[src/rtl/writeback_unit_pkg.sv]
// Shared definitions for the ALU result writeback path: opcode constants, field widths,
// FSM state encoding and the queued result entry layout.
package writeback_unit_pkg;

    localparam int unsigned OPC_W  = 6;
    localparam int unsigned ADDR_W = 5;
    localparam int unsigned HALF_W = 16;
    localparam int unsigned WORD_W = 32;

    localparam logic [OPC_W-1:0] OP_MUL = 6'b000111;
    localparam logic [OPC_W-1:0] OP_MAX = 6'b010000;

    typedef enum logic [1:0] {
        IDLE  = 2'd0,
        WR_LO = 2'd1,
        WR_HI = 2'd2
    } wb_state_e;

    typedef struct packed {
        logic [OPC_W-1:0]  opcode;
        logic [ADDR_W-1:0] rdst1;
        logic [ADDR_W-1:0] rdst2;
        logic [WORD_W-1:0] result;
    } wb_entry_t;

    localparam int unsigned ENTRY_W = $bits(wb_entry_t);

    function automatic logic is_mul(input logic [OPC_W-1:0] op);
        return op == OP_MUL;
    endfunction

    // Opcodes beyond OP_MAX carry no register write.
    function automatic logic is_nop(input logic [OPC_W-1:0] op);
        return op > OP_MAX;
    endfunction

endpackage

[src/rtl/writeback_unit_fifo.sv]
// Result FIFO (wb_fifo): circular buffer of 48-bit entries that also exposes every slot
// and a per-slot valid mask so the top can compute register hazards.
module wb_fifo
    import writeback_unit_pkg::*;
#(
    parameter int unsigned DEPTH = 2
) (
    input  logic                   clk,
    input  logic                   rst_n,
    input  logic                   push,
    input  wb_entry_t              push_data,
    input  logic                   pop,
    output wb_entry_t              head,
    output logic                   full,
    output logic                   empty,
    output wb_entry_t [DEPTH-1:0]  entries,
    output logic      [DEPTH-1:0]  entry_valid
);

    localparam int unsigned AW = (DEPTH > 1) ? $clog2(DEPTH) : 1;

    logic [AW-1:0]         wptr_q;
    logic [AW-1:0]         rptr_q;
    logic [AW:0]           count_q;
    wb_entry_t [DEPTH-1:0] mem_q;

    logic push_ok;
    logic pop_ok;

    assign full    = (count_q == (AW+1)'(DEPTH));
    assign empty   = (count_q == '0);
    assign push_ok = push && !full;
    assign pop_ok  = pop && !empty;
    assign head    = mem_q[rptr_q];
    assign entries = mem_q;

    always_ff @(posedge clk or negedge rst_n) begin
        if (!rst_n) begin
            wptr_q  <= '0;
            rptr_q  <= '0;
            count_q <= '0;
        end else begin
            if (push_ok) wptr_q <= wptr_q + AW'(1);
            if (pop_ok)  rptr_q <= rptr_q + AW'(1);
            unique case ({push_ok, pop_ok})
                2'b10:   count_q <= count_q + (AW+1)'(1);
                2'b01:   count_q <= count_q - (AW+1)'(1);
                default: count_q <= count_q;
            endcase
        end
    end

    always_ff @(posedge clk) begin
        if (push_ok) mem_q[wptr_q] <= push_data;
    end

    // A slot is live when its distance from the read pointer is below the occupancy.
    always_comb begin
        entry_valid = '0;
        for (int i = 0; i < DEPTH; i++) begin
            logic [AW-1:0] offset;
            offset         = AW'(i) - rptr_q;
            entry_valid[i] = ({1'b0, offset} < count_q);
        end
    end

endmodule

[src/rtl/writeback_unit.sv]
// Writeback stage: queues ALU results and retires them into the register file as one or two
// 16-bit writes per entry, tracking registers with outstanding writes.
module writeback_unit
    import writeback_unit_pkg::*;
#(
    parameter int unsigned DEPTH = 2,
    parameter int unsigned NREGS = 32
) (
    input  logic              clk,
    input  logic              rst_n,
    input  logic              in_valid,
    output logic              in_ready,
    input  logic [OPC_W-1:0]  in_opcode,
    input  logic [ADDR_W-1:0] in_rdst1,
    input  logic [ADDR_W-1:0] in_rdst2,
    input  logic [WORD_W-1:0] in_result,
    output logic              rf_we,
    output logic [ADDR_W-1:0] rf_waddr,
    output logic [HALF_W-1:0] rf_wdata,
    output logic              retire,
    output logic [NREGS-1:0]  pending
);

    wb_entry_t             in_entry;
    wb_entry_t             head;
    wb_entry_t [DEPTH-1:0] entries;
    logic      [DEPTH-1:0] entry_valid;
    logic                  full;
    logic                  empty;
    logic                  accept;
    logic                  pop;

    wb_state_e state_q;
    wb_entry_t cur_q;

    assign in_entry = '{opcode: in_opcode, rdst1: in_rdst1, rdst2: in_rdst2, result: in_result};
    assign in_ready = !full;
    assign accept   = in_valid && in_ready;

    // The head is consumed whenever the current entry has no further write to issue.
    assign pop = !empty && ((state_q == IDLE) || (state_q == WR_HI) ||
                            ((state_q == WR_LO) && !is_mul(cur_q.opcode)));

    wb_fifo #(
        .DEPTH (DEPTH)
    ) u_fifo (
        .clk         (clk),
        .rst_n       (rst_n),
        .push        (accept),
        .push_data   (in_entry),
        .pop         (pop),
        .head        (head),
        .full        (full),
        .empty       (empty),
        .entries     (entries),
        .entry_valid (entry_valid)
    );

    always_ff @(posedge clk or negedge rst_n) begin
        if (!rst_n) begin
            state_q  <= IDLE;
            cur_q    <= '0;
            rf_we    <= 1'b0;
            rf_waddr <= '0;
            rf_wdata <= '0;
            retire   <= 1'b0;
        end else if ((state_q == WR_LO) && is_mul(cur_q.opcode)) begin
            state_q  <= WR_HI;
            rf_we    <= 1'b1;
            rf_waddr <= cur_q.rdst2;
            rf_wdata <= cur_q.result[WORD_W-1:HALF_W];
            retire   <= 1'b1;
        end else if (pop) begin
            state_q  <= WR_LO;
            cur_q    <= head;
            rf_we    <= !is_nop(head.opcode);
            rf_waddr <= head.rdst1;
            rf_wdata <= head.result[HALF_W-1:0];
            retire   <= !is_mul(head.opcode);
        end else begin
            state_q  <= IDLE;
            rf_we    <= 1'b0;
            retire   <= 1'b0;
        end
    end

    function automatic logic [NREGS-1:0] reg_bit(input logic [ADDR_W-1:0] addr);
        logic [NREGS-1:0] v;
        v = '0;
        for (int r = 0; r < NREGS; r++) begin
            if (addr == ADDR_W'(r)) v[r] = 1'b1;
        end
        return v;
    endfunction

    // In-flight contribution includes the write currently on the rf_* outputs.
    always_comb begin
        pending = '0;
        for (int i = 0; i < DEPTH; i++) begin
            if (entry_valid[i] && !is_nop(entries[i].opcode)) begin
                pending = pending | reg_bit(entries[i].rdst1);
                if (is_mul(entries[i].opcode)) pending = pending | reg_bit(entries[i].rdst2);
            end
        end
        if ((state_q == WR_LO) && !is_nop(cur_q.opcode)) begin
            pending = pending | reg_bit(cur_q.rdst1);
            if (is_mul(cur_q.opcode)) pending = pending | reg_bit(cur_q.rdst2);
        end
        if (state_q == WR_HI) pending = pending | reg_bit(cur_q.rdst2);
    end

endmodule

[config.mk]
export PLATFORM = sky130hd
export DESIGN_NAME = writeback_unit
export DESIGN_NICKNAME = d
export VERILOG_FILES = /design/src/rtl/writeback_unit_pkg.sv /design/src/rtl/writeback_unit_fifo.sv /design/src/rtl/writeback_unit.sv
export SDC_FILE = /design/constraint.sdc
export NUM_CORES = 1
export LEC_CHECK = 0
export CORE_AREA = 2 2 151 138
export DETAILED_ROUTE_END_ITERATION = 16
export DIE_AREA = 0 0 153 140
export GPL_TIMING_DRIVEN = 0
export PLACE_DENSITY = 0.63
export SYNTH_ARGS = -nofsm -noshare
export SYNTH_HDL_FRONTEND = slang
export SYNTH_SLANG_ARGS = --single-unit
[constraint.sdc]
create_clock -name clk -period 5.2 [get_ports clk]
set_clock_uncertainty 0.2 [all_clocks]
set_input_delay 0.78 -clock clk [delete_from_list [all_inputs] [get_ports clk]]
set_output_delay 0.78 -clock clk [all_outputs]
set_load 0.01 [all_outputs]
Word-level counts from Yosys, hierarchy flattened
Cells that the tools add are included.

storage, ports and cells
  register bits = 173
  input port bits = 51
  logic and storage cells = 803

cells by class
  add/sub/neg operators = 6
  magnitude comparators = 9
  equal/unequal tests = 195
  multiplexer cells = 535
  bitwise operators = 7
  reduce and logical (&&, ||, !) cells = 31

operators by type and width
  cell                  count
  $mux W1               517
  $eq A5 B5 Y1 const B  96
  $eq A5 B4 Y1 const B  48
  $mux W32              7
  $or A32 B32 Y32       6
  $mux W48              3
  $eq A5 B3 Y1 const B  24
  $bwmux W96            1
  $eq A5 B2 Y1 const B  12
  $demux W48 S1         1
  $mux W16              2
  $eq A5 B1 Y1 const B  6
  $logic_not A5 Y1      6
  $eq A6 B3 Y1 const B  4
  $gt A6 B5 Y1 const B  4
  $logic_and A1 B1 Y1   10
  $mux W5               2
  $logic_not A1 Y1      8
  $eq A2 B2 Y1 const B  3
  $eq A2 B1 Y1 const B  2
  $logic_not A2 Y1      2
  $lt A1 B2 Y1          2
  $lt A1 B2 Y1 const B  2
  $pmux W2 S2           1
  10 further kinds      14

Logic depth before layout (Yosys ltp)
Gate-level depths: netlist (run 1).

  word-level depth = 17
  gate-level depth with buffers = 10

By module
From an unflattened synthesis (run 1), not the netlist that was laid out.

second synthesis, totals
  cell total of the unflattened synthesis = 810
  area total of the unflattened synthesis = 8667.1 um^2

by module, submodules not included
  module          instances  cells an instance  area each (um^2)  seq. area each (um^2)
  writeback_unit  1          639                4967.3            1426.4
  wb_fifo         1          171                3699.8            2982.9

Worst setup path before layout (run 1)
No wires, ideal clock.

  path kind = input -> register
  from = input port in_valid
  to = register u_fifo.mem_q, in the netlist u_fifo.entries[0] (enable)
  setup time = 0.454 ns
  arrival time = 2.891 ns
  slack = 1.655 ns
  stages on the path = 2
  buffers on the path = 0
  path through = nand2_1 nor2_1

on the way
  cells in the longest elaborated chain, start to end = 2

ends and longest elaborated chain
  item                           RTL line                   text
  start, declared                writeback_unit.sv:11       input logic in_valid,
  $logic_and A1 B1 Y1            writeback_unit.sv:38       assign accept = in_valid && in_ready;
  $logic_and A1 B1 Y1            writeback_unit_fifo.sv:32  assign push_ok = push && !full;
  end signal, assigned by index  writeback_unit_fifo.sv:54  if (push_ok) mem_q[wptr_q] <= push_data;
  end, declared                  writeback_unit_fifo.sv:25  wb_entry_t [DEPTH-1:0] mem_q;

No other way between the ends.
A chain may end at the register's enable or synchronous reset.

Worst setup path in the final report (run 1)
  from = register cur_q[33] (netlist name)
  to = output port pending[16]

on the way
  cells in the longest elaborated chain, start to end = 9
  elaborated cells on any way between the ends = 10

ends and longest elaborated chain
  item                    RTL line               text
  start, declared         writeback_unit.sv:34   wb_entry_t cur_q;
  start signal, assigned  writeback_unit.sv:62   cur_q <= '0;
  start signal, assigned  writeback_unit.sv:75   cur_q <= head;
  $eq A5 B5 Y1 *          writeback_unit.sv:91   if (addr == ADDR_W'(r)) v[r] = 1'b1;
  $mux W1 *               writeback_unit.sv:91
  $mux W1                 writeback_unit.sv:107  if (is_mul(cur_q.opcode)) pending = pending | reg_bit(cur_q.rdst2);
  $mux W1                 writeback_unit.sv:105  if ((state_q == WR_LO) && !is_nop(cur_q.opcode)) begin
  $or A32 B32 Y32         writeback_unit.sv:107
  $mux W32                writeback_unit.sv:107
  $mux W32                writeback_unit.sv:105
  $or A32 B32 Y32         writeback_unit.sv:109  if (state_q == WR_HI) pending = pending | reg_bit(cur_q.rdst2);
  $mux W32 *              writeback_unit.sv:109
  end, declared           writeback_unit.sv:21   output logic [NREGS-1:0] pending

Every way passes the cells marked *; elsewhere a longest branch is shown, timed or not. The select of a mux whose other input is x is not followed.

==> results.ini, run 1 <==
[cts]
cts_buffers = 17
clkSinkCount = 157
cts_resized = 0
cts_hold_buf = 0
clockBufferDepth = 2
cts_setup_buffers = 0
cts_tree = yes
path_clk_slew_ps = 70
h-tree-depth = 4
clock_latency_ps = 420
cts-root-buf = clkbuf_16

[floorplanning]
rows = 49
chipHeight_um = 140
initial_core_util_pct = 42.5
dieWidth_um = 153
core_area_mm2 = 0.0198
ios = 107
die_area_mm2 = 0.0214

[setup_path]
crit_path_top_delay_cell = nor4_1
path_buf_inv = 2
cp.required_ps = 4220
critPathKind = reg2out
critPathMaxStageDelay_ps = 870
start_kind = register
cp_top_family = simple AND/OR/NAND/NOR gates
rrSetupSlack_ps = 2810
crit_chain = buf_2 -> nor4_1 -> nor3b_1 -> o21ai_0 -> nand4_1 -> clkdlybuf4s50_1
critPathCaptureType = output pin
crit_fanout = 10
arrival_ps = 3110

[pwr]
power_mw = 5.66
vdd_ir_drop_max_mv = 0.349
p_sw_mw = 2.24
powerDensity_mw_per_mm2 = 541
internal_power_mw = 3.42
swShare_pct = 39.5
p_leak_nw = 3.65
combPwrFrac_pct = 40.3
power.share.clock_pct = 22.7
pwr-share-seq_pct = 37.0

[finish]
antenna_cells = 0
layout_commonest_cell = nor2_1
finalNetCount = 1030
final_cell_mix = nor2_1 (130), clkdlybuf4s50_1 (105), o21ai_0 (104), edfxtp_1 (96), nand2_1 (69)
area_growth_syn_to_layout_pct = 24.3
stdcell_area_mm2 = 0.0105
drive_gt1_share_pct = 9.69

[timing]
fmax_mhz = 244
timing.hold.ws_ps = 235
hold_viol_final = 0
fin_ws_ps = 1110
min_period_over_period_pct = 78.7
setup_viol = 0
max_slew_margin_pct = 32.6
fin_crit_ps = 4090
drv_slew = 0
tightestPinTransition_ps = 1000
rsz0062_at_grt = false

[route]
drc = 0
drt-pass1-iter-count = 5
wl_um = 27300
vias_per_cell = 5.91
vias = 7362
wl_per_cell_um = 21.9
drtAntennaViolNets = 0
drt_iter0_markers = 702

[placed_design]
pre_cts_slack_ps = 1590
port-buffer-count = 106
place_area_mm2 = 0.00984
dp_hpwl_um = 20700
gp_congestion = 0.966

[yosys]
synthCells = 851
syn_avg_cell_area_um2 = 9.89
synth_cell_types = 47
synth-async-reset-ratio_pct = 38.9
synth_nets = 903
ys_dominant_reg_cell = edfxtp_1
ys_seq_area_share_pct = 52.4
synth-seq-cells = 157
synth_edf_count = 96
synth_area_mm2 = 0.00842
yosys_warnings = 0

[global_routing]
grt_usage_pct = 25.0
grt_max_degree = 62
overflow = 0
grt_pass1_wl_um = 40700
antenna_found_initial = 0
grt_pass1_vias = 6936

[run_status]
status = finished clean

[worst_hold_path]
hold_class = in2async

[run]
maxCapViolCount = 0

synth_stat cells, drive strengths merged, types with 4 or more instances:
cell type	count	area, µm²
nor3	52	294
nor2	131	492
or3b	15	131
nand4bb	5	56.3
clkbuf	27	103
buf	39	189
xnor2	5	43.8
or4b	5	50.1
dfrtp	61	1530
nor4	37	231
a21o	6	45.0
or3	5	31.3
nand3	5	25.0
a221o	21	210
nand2b	16	100
or2	4	25.0
edfxtp	96	2880
a21oi	12	60.1
mux2i	49	490
o2111ai	11	96.3
nand4	22	138
nand2	69	259
nand3b	17	128
nor3b	5	47.5
o21ai	115	576
sequential cells by signal (all words and copies together), names as in the netlist:
register and count:
rf_waddr 5, retire 1, rf_we 1, cur_q 32, u_fifo.rptr_q 1, u_fifo.wptr_q 1, rf_wdata 16, u_fifo.entries 96
state_q 2, u_fifo.count_q 2
layer usage:
metal	vias to the layer above	share of wire, %	global-route usage, %
met4	0	2.9	8.67
met3	41	7.6	4.21
li1	3430	-	-
met5	-	0	0
met2	351	44	37.7
met1	3540	45	36.7
stage by stage:
step	cells	setup TNS (ps)	utilization (%)
6_report	1246	0	52.8
4_1_cts	1246	0	52.8
3_5_place_dp	1214	0	49.7
2_1_floorplan	851	0	-
3_3_place_gp	1212	-6630	49.5
5_1_grt	1246	0	52.8
worst paths after layout:
path	depth (start not counted)	endpoint	from
worst max-delay path	6	pending[16]	cur_q[33]
worst min-delay path	1	rf_wdata[12]	rst_n
worst max register to register	8	u_fifo.count_q[1]	cur_q[46]
worst min register to register	2	cur_q[29]	cur_q[29]
max in group asynchronous	1	cur_q[18]	rst_n
min in group clk	2	cur_q[29]	cur_q[29]
logic make-up (layout without fill, tap and decap cells):
group | after synthesis | in the layout | share of synthesized area [%]
compound gates | 172 | 172 | 12.6
xor+xnor | 5 | 5 | 0.520
fa+ha+maj | 1 | 1 | 0.149
buf+inv | 69 | 209 | 3.60
flops | 157 | 157 | 52.4
mux | 49 | 49 | 5.83
simple gates | 398 | 398 | 24.9
power by group through the flow:
stage | combinational [mW] | sequential [mW] | clock (mW)
after CTS | 2.28 | 2.09 | 1.31
after global placement | 2.25 | 2.12 | 0
after floorplan | 1.39 | 2.07 | 0
after detailed placement | 2.27 | 2.10 | 0
after global routing | 2.47 | 2.15 | 1.36
final | 2.28 | 2.09 | 1.29
layout make-up:
type	instances	area, µm²
Buffer	66	292
Inverter	3	11.3
Clock inverter	14	176
Clock buffer	18	439
Multi-Input combinational cell	625	3710
Tap cell	255	319
Timing Repair Buffer	108	1100
Sequential cell	157	4410
Fill cell	1827	9340
Power figures use the tool's default switching activity.
==> run 2: changes to the inputs <==
==> constraint.sdc (replaced) <==
create_clock -name clk -period 3.94 [get_ports clk]
set_clock_uncertainty 0.2 [all_clocks]
set_input_delay 0.591 -clock clk [delete_from_list [all_inputs] [get_ports clk]]
set_output_delay 0.591 -clock clk [all_outputs]
set_load 0.01 [all_outputs]
==> run 2 against run 1 <==
Against the previous run:
- flip-flop and latch count unchanged
- count of clock-buffer cells in the layout unchanged
- worst setup slack got worse by 990 ps
- cell count unchanged
- sequential power increased by 33%
- hold slack got worse by 200 ps
- clock power increased by 32%
- final area about the same
- sequential share of layout area about the same
- non-clock buffer count unchanged
- global-route usage unchanged
- utilization about the same
- critical endpoint is now pending[5]
- highest routed layer unchanged
==> results.ini, run 2 (synthesis results as in run 1) <==
[setup_path]
crit_start = cur_q[32]
crit_chain = buf_2 -> nor4bb_1 -> nor4b_1 -> o21ai_0 -> nand4_1 -> clkdlybuf4s50_1
rrSetupSlack_ps = 1540  ; -1270 ps
crit_end = pending[5]
critPathKind = reg2out
r2r_cells = 8  ; unchanged
cp.required_ps = 3150  ; -1070 ps
crit_fanout = 10  ; unchanged
start_kind = register
critPathCaptureType = output pin
rr_endpoint = u_fifo.count_q[1]
critPathMaxStageDelay_ps = 710  ; -160 ps
arrival_ps = 3030  ; -80 ps
r2r_start = cur_q[46]
crit_path_top_delay_cell = nor4bb_1

[worst_hold_path]
hold_class = in2async

[timing]
fmax_mhz = 262
hold_viol_final = 0  ; unchanged
drv_slew = 0  ; unchanged
rsz0062_at_grt = false
max_slew_margin_pct = 42.5  ; +9.9 points
fin_crit_ps = 3820
setup_viol = 0  ; unchanged
min_period_over_period_pct = 96.9
tightestPinTransition_ps = 851  ; -151 ps

[global_routing]
grt_usage_pct = 25.0  ; unchanged
grt_max_degree = 62  ; unchanged
grt_pass1_vias = 6936  ; unchanged
grt_pass1_wl_um = 40700  ; unchanged
antenna_found_initial = 0  ; unchanged
overflow = 0  ; unchanged

[cts]
cts-root-buf = clkbuf_16
clockBufferDepth = 2  ; unchanged
cts_setup_buffers = 0  ; unchanged
cts_hold_buf = 0  ; unchanged
clkSinkCount = 157  ; unchanged
cts_tree = yes
clock_latency_ps = 430  ; about the same
cts_buffers = 17  ; unchanged
h-tree-depth = 4  ; unchanged
path_clk_slew_ps = 70  ; about the same

[run]
maxCapViolCount = 0  ; unchanged

[finish]
finalNetCount = 1030  ; unchanged
finalCoreUtilization_pct = 52.9  ; about the same
layout_commonest_cell = nor2_1
largest_reg_flops = 96  ; unchanged
area_growth_syn_to_layout_pct = 24.4  ; about the same
antenna_cells = 0  ; unchanged
drive_gt1_share_pct = 9.99  ; +0.30 points
final_cell_mix = nor2_1 (130), clkdlybuf4s50_1 (105), o21ai_0 (104), edfxtp_1 (96), nand2_1 (69)
stdcell_area_mm2 = 0.0105  ; about the same

[floorplanning]
core_area_mm2 = 0.0198  ; unchanged
chipHeight_um = 140  ; unchanged
dieWidth_um = 153  ; unchanged
rows = 49  ; unchanged
initial_core_util_pct = 42.5  ; unchanged
ios = 107  ; unchanged
die_area_mm2 = 0.0214  ; unchanged

[route]
drt-pass1-iter-count = 6  ; +1
wl_per_cell_um = 21.9  ; about the same
vias = 7362  ; unchanged
drt_iter0_markers = 740  ; +5.4%
drc = 0  ; unchanged
vias_per_cell = 5.91  ; unchanged
drtAntennaViolNets = 0  ; unchanged
wl_um = 27300  ; about the same

[placed_design]
dp_hpwl_um = 20700  ; unchanged
port-buffer-count = 106  ; unchanged
gp_congestion = 0.966  ; unchanged
place_area_mm2 = 0.00984  ; unchanged

[pwr]
powerDensity_mw_per_mm2 = 715  ; +32%
vdd_ir_drop_max_mv = 0.462  ; +33%
p_leak_nw = 3.66  ; +0.20%

[run_status]
status = finished clean

[run 2: cell types whose count changed in the layout (fill, tap and decap cells not counted)]
cell / change
clkbuf_1: -2
clkbuf_2: +2
nor4_1: -1
nor4_2: +1
[run 2: area by class of cell]
class | instances | area [µm²]
flip-flops and latches | 157 | 4410
plain buffers | 66 | 294
fillers | 1827 | 9330
clock buffers | 18 | 439
repair buffers | 108 | 1100
clock inverters | 14 | 176
well taps | 255 | 319
inverters | 3 | 11.3
multi-input cells | 625 | 3720
[run 2: metrics by stage]
| step | hold slack (ps) | cells | power, mW | setup TNS (ps) | setup slack, ps |
|---|---|---|---|---|---|
| after detailed placement | 274 | 1214 | 5.78 | 0 | 514 |
| after global routing | 97.0 | 1246 | 7.89 | 0 | 0.963 |
| after global placement | 263 | 1212 | 5.76 | -58040 | -1210 |
| final | 38.2 | 1246 | 7.48 | 0 | 122 |
| after floorplan | 95.4 | 851 | 4.56 | 0 | 480 |
| after CTS | 72.8 | 1246 | 7.49 | 0 | 49.8 |
[run 2: critical path: cells and delay by family, from the launching register on]
kind            cells  cell delay, ps
buf+inv             2             820
flops               1             460
compound gates      1             170
simple gates        3            1160
[run 2: worst min-delay path by stage]
stage	start	to	slack [ps]
floorplan	rst_n	cur_q[16]	100
global placement	cur_q[17]	cur_q[17]	260
detailed placement	cur_q[22]	cur_q[22]	270
CTS	rst_n	rf_wdata[12]	70
global route	rst_n	rf_wdata[12]	100
finish	rst_n	rf_wdata[12]	40
[run 2: what timing repair did]
| item | 4_1_cts | 5_1_grt |
|---|---|---|
| setup endpoints to repair | 0 | 7 |
| resized for setup | 0 | 5 |
| hold endpoints to repair | 0 | 0 |
[run 2: per-layer routing]
layer  share of wire [%]  up-vias  global-route usage (%)
met1                  46     3511                    36.7
met3                 7.2       44                    4.21
met4                 3.2        0                    8.67
li1                    -     3434                       -
met5                   0        -                       0
met2                  44      373                    37.7
[run 2: where the power goes]
part | total [mW] | switching (mW) | internal [mW]
sequential | 2.77 | 0.416 | 2.36
combinational | 3.01 | 1.82 | 1.19
clock | 1.70 | 0.720 | 0.977
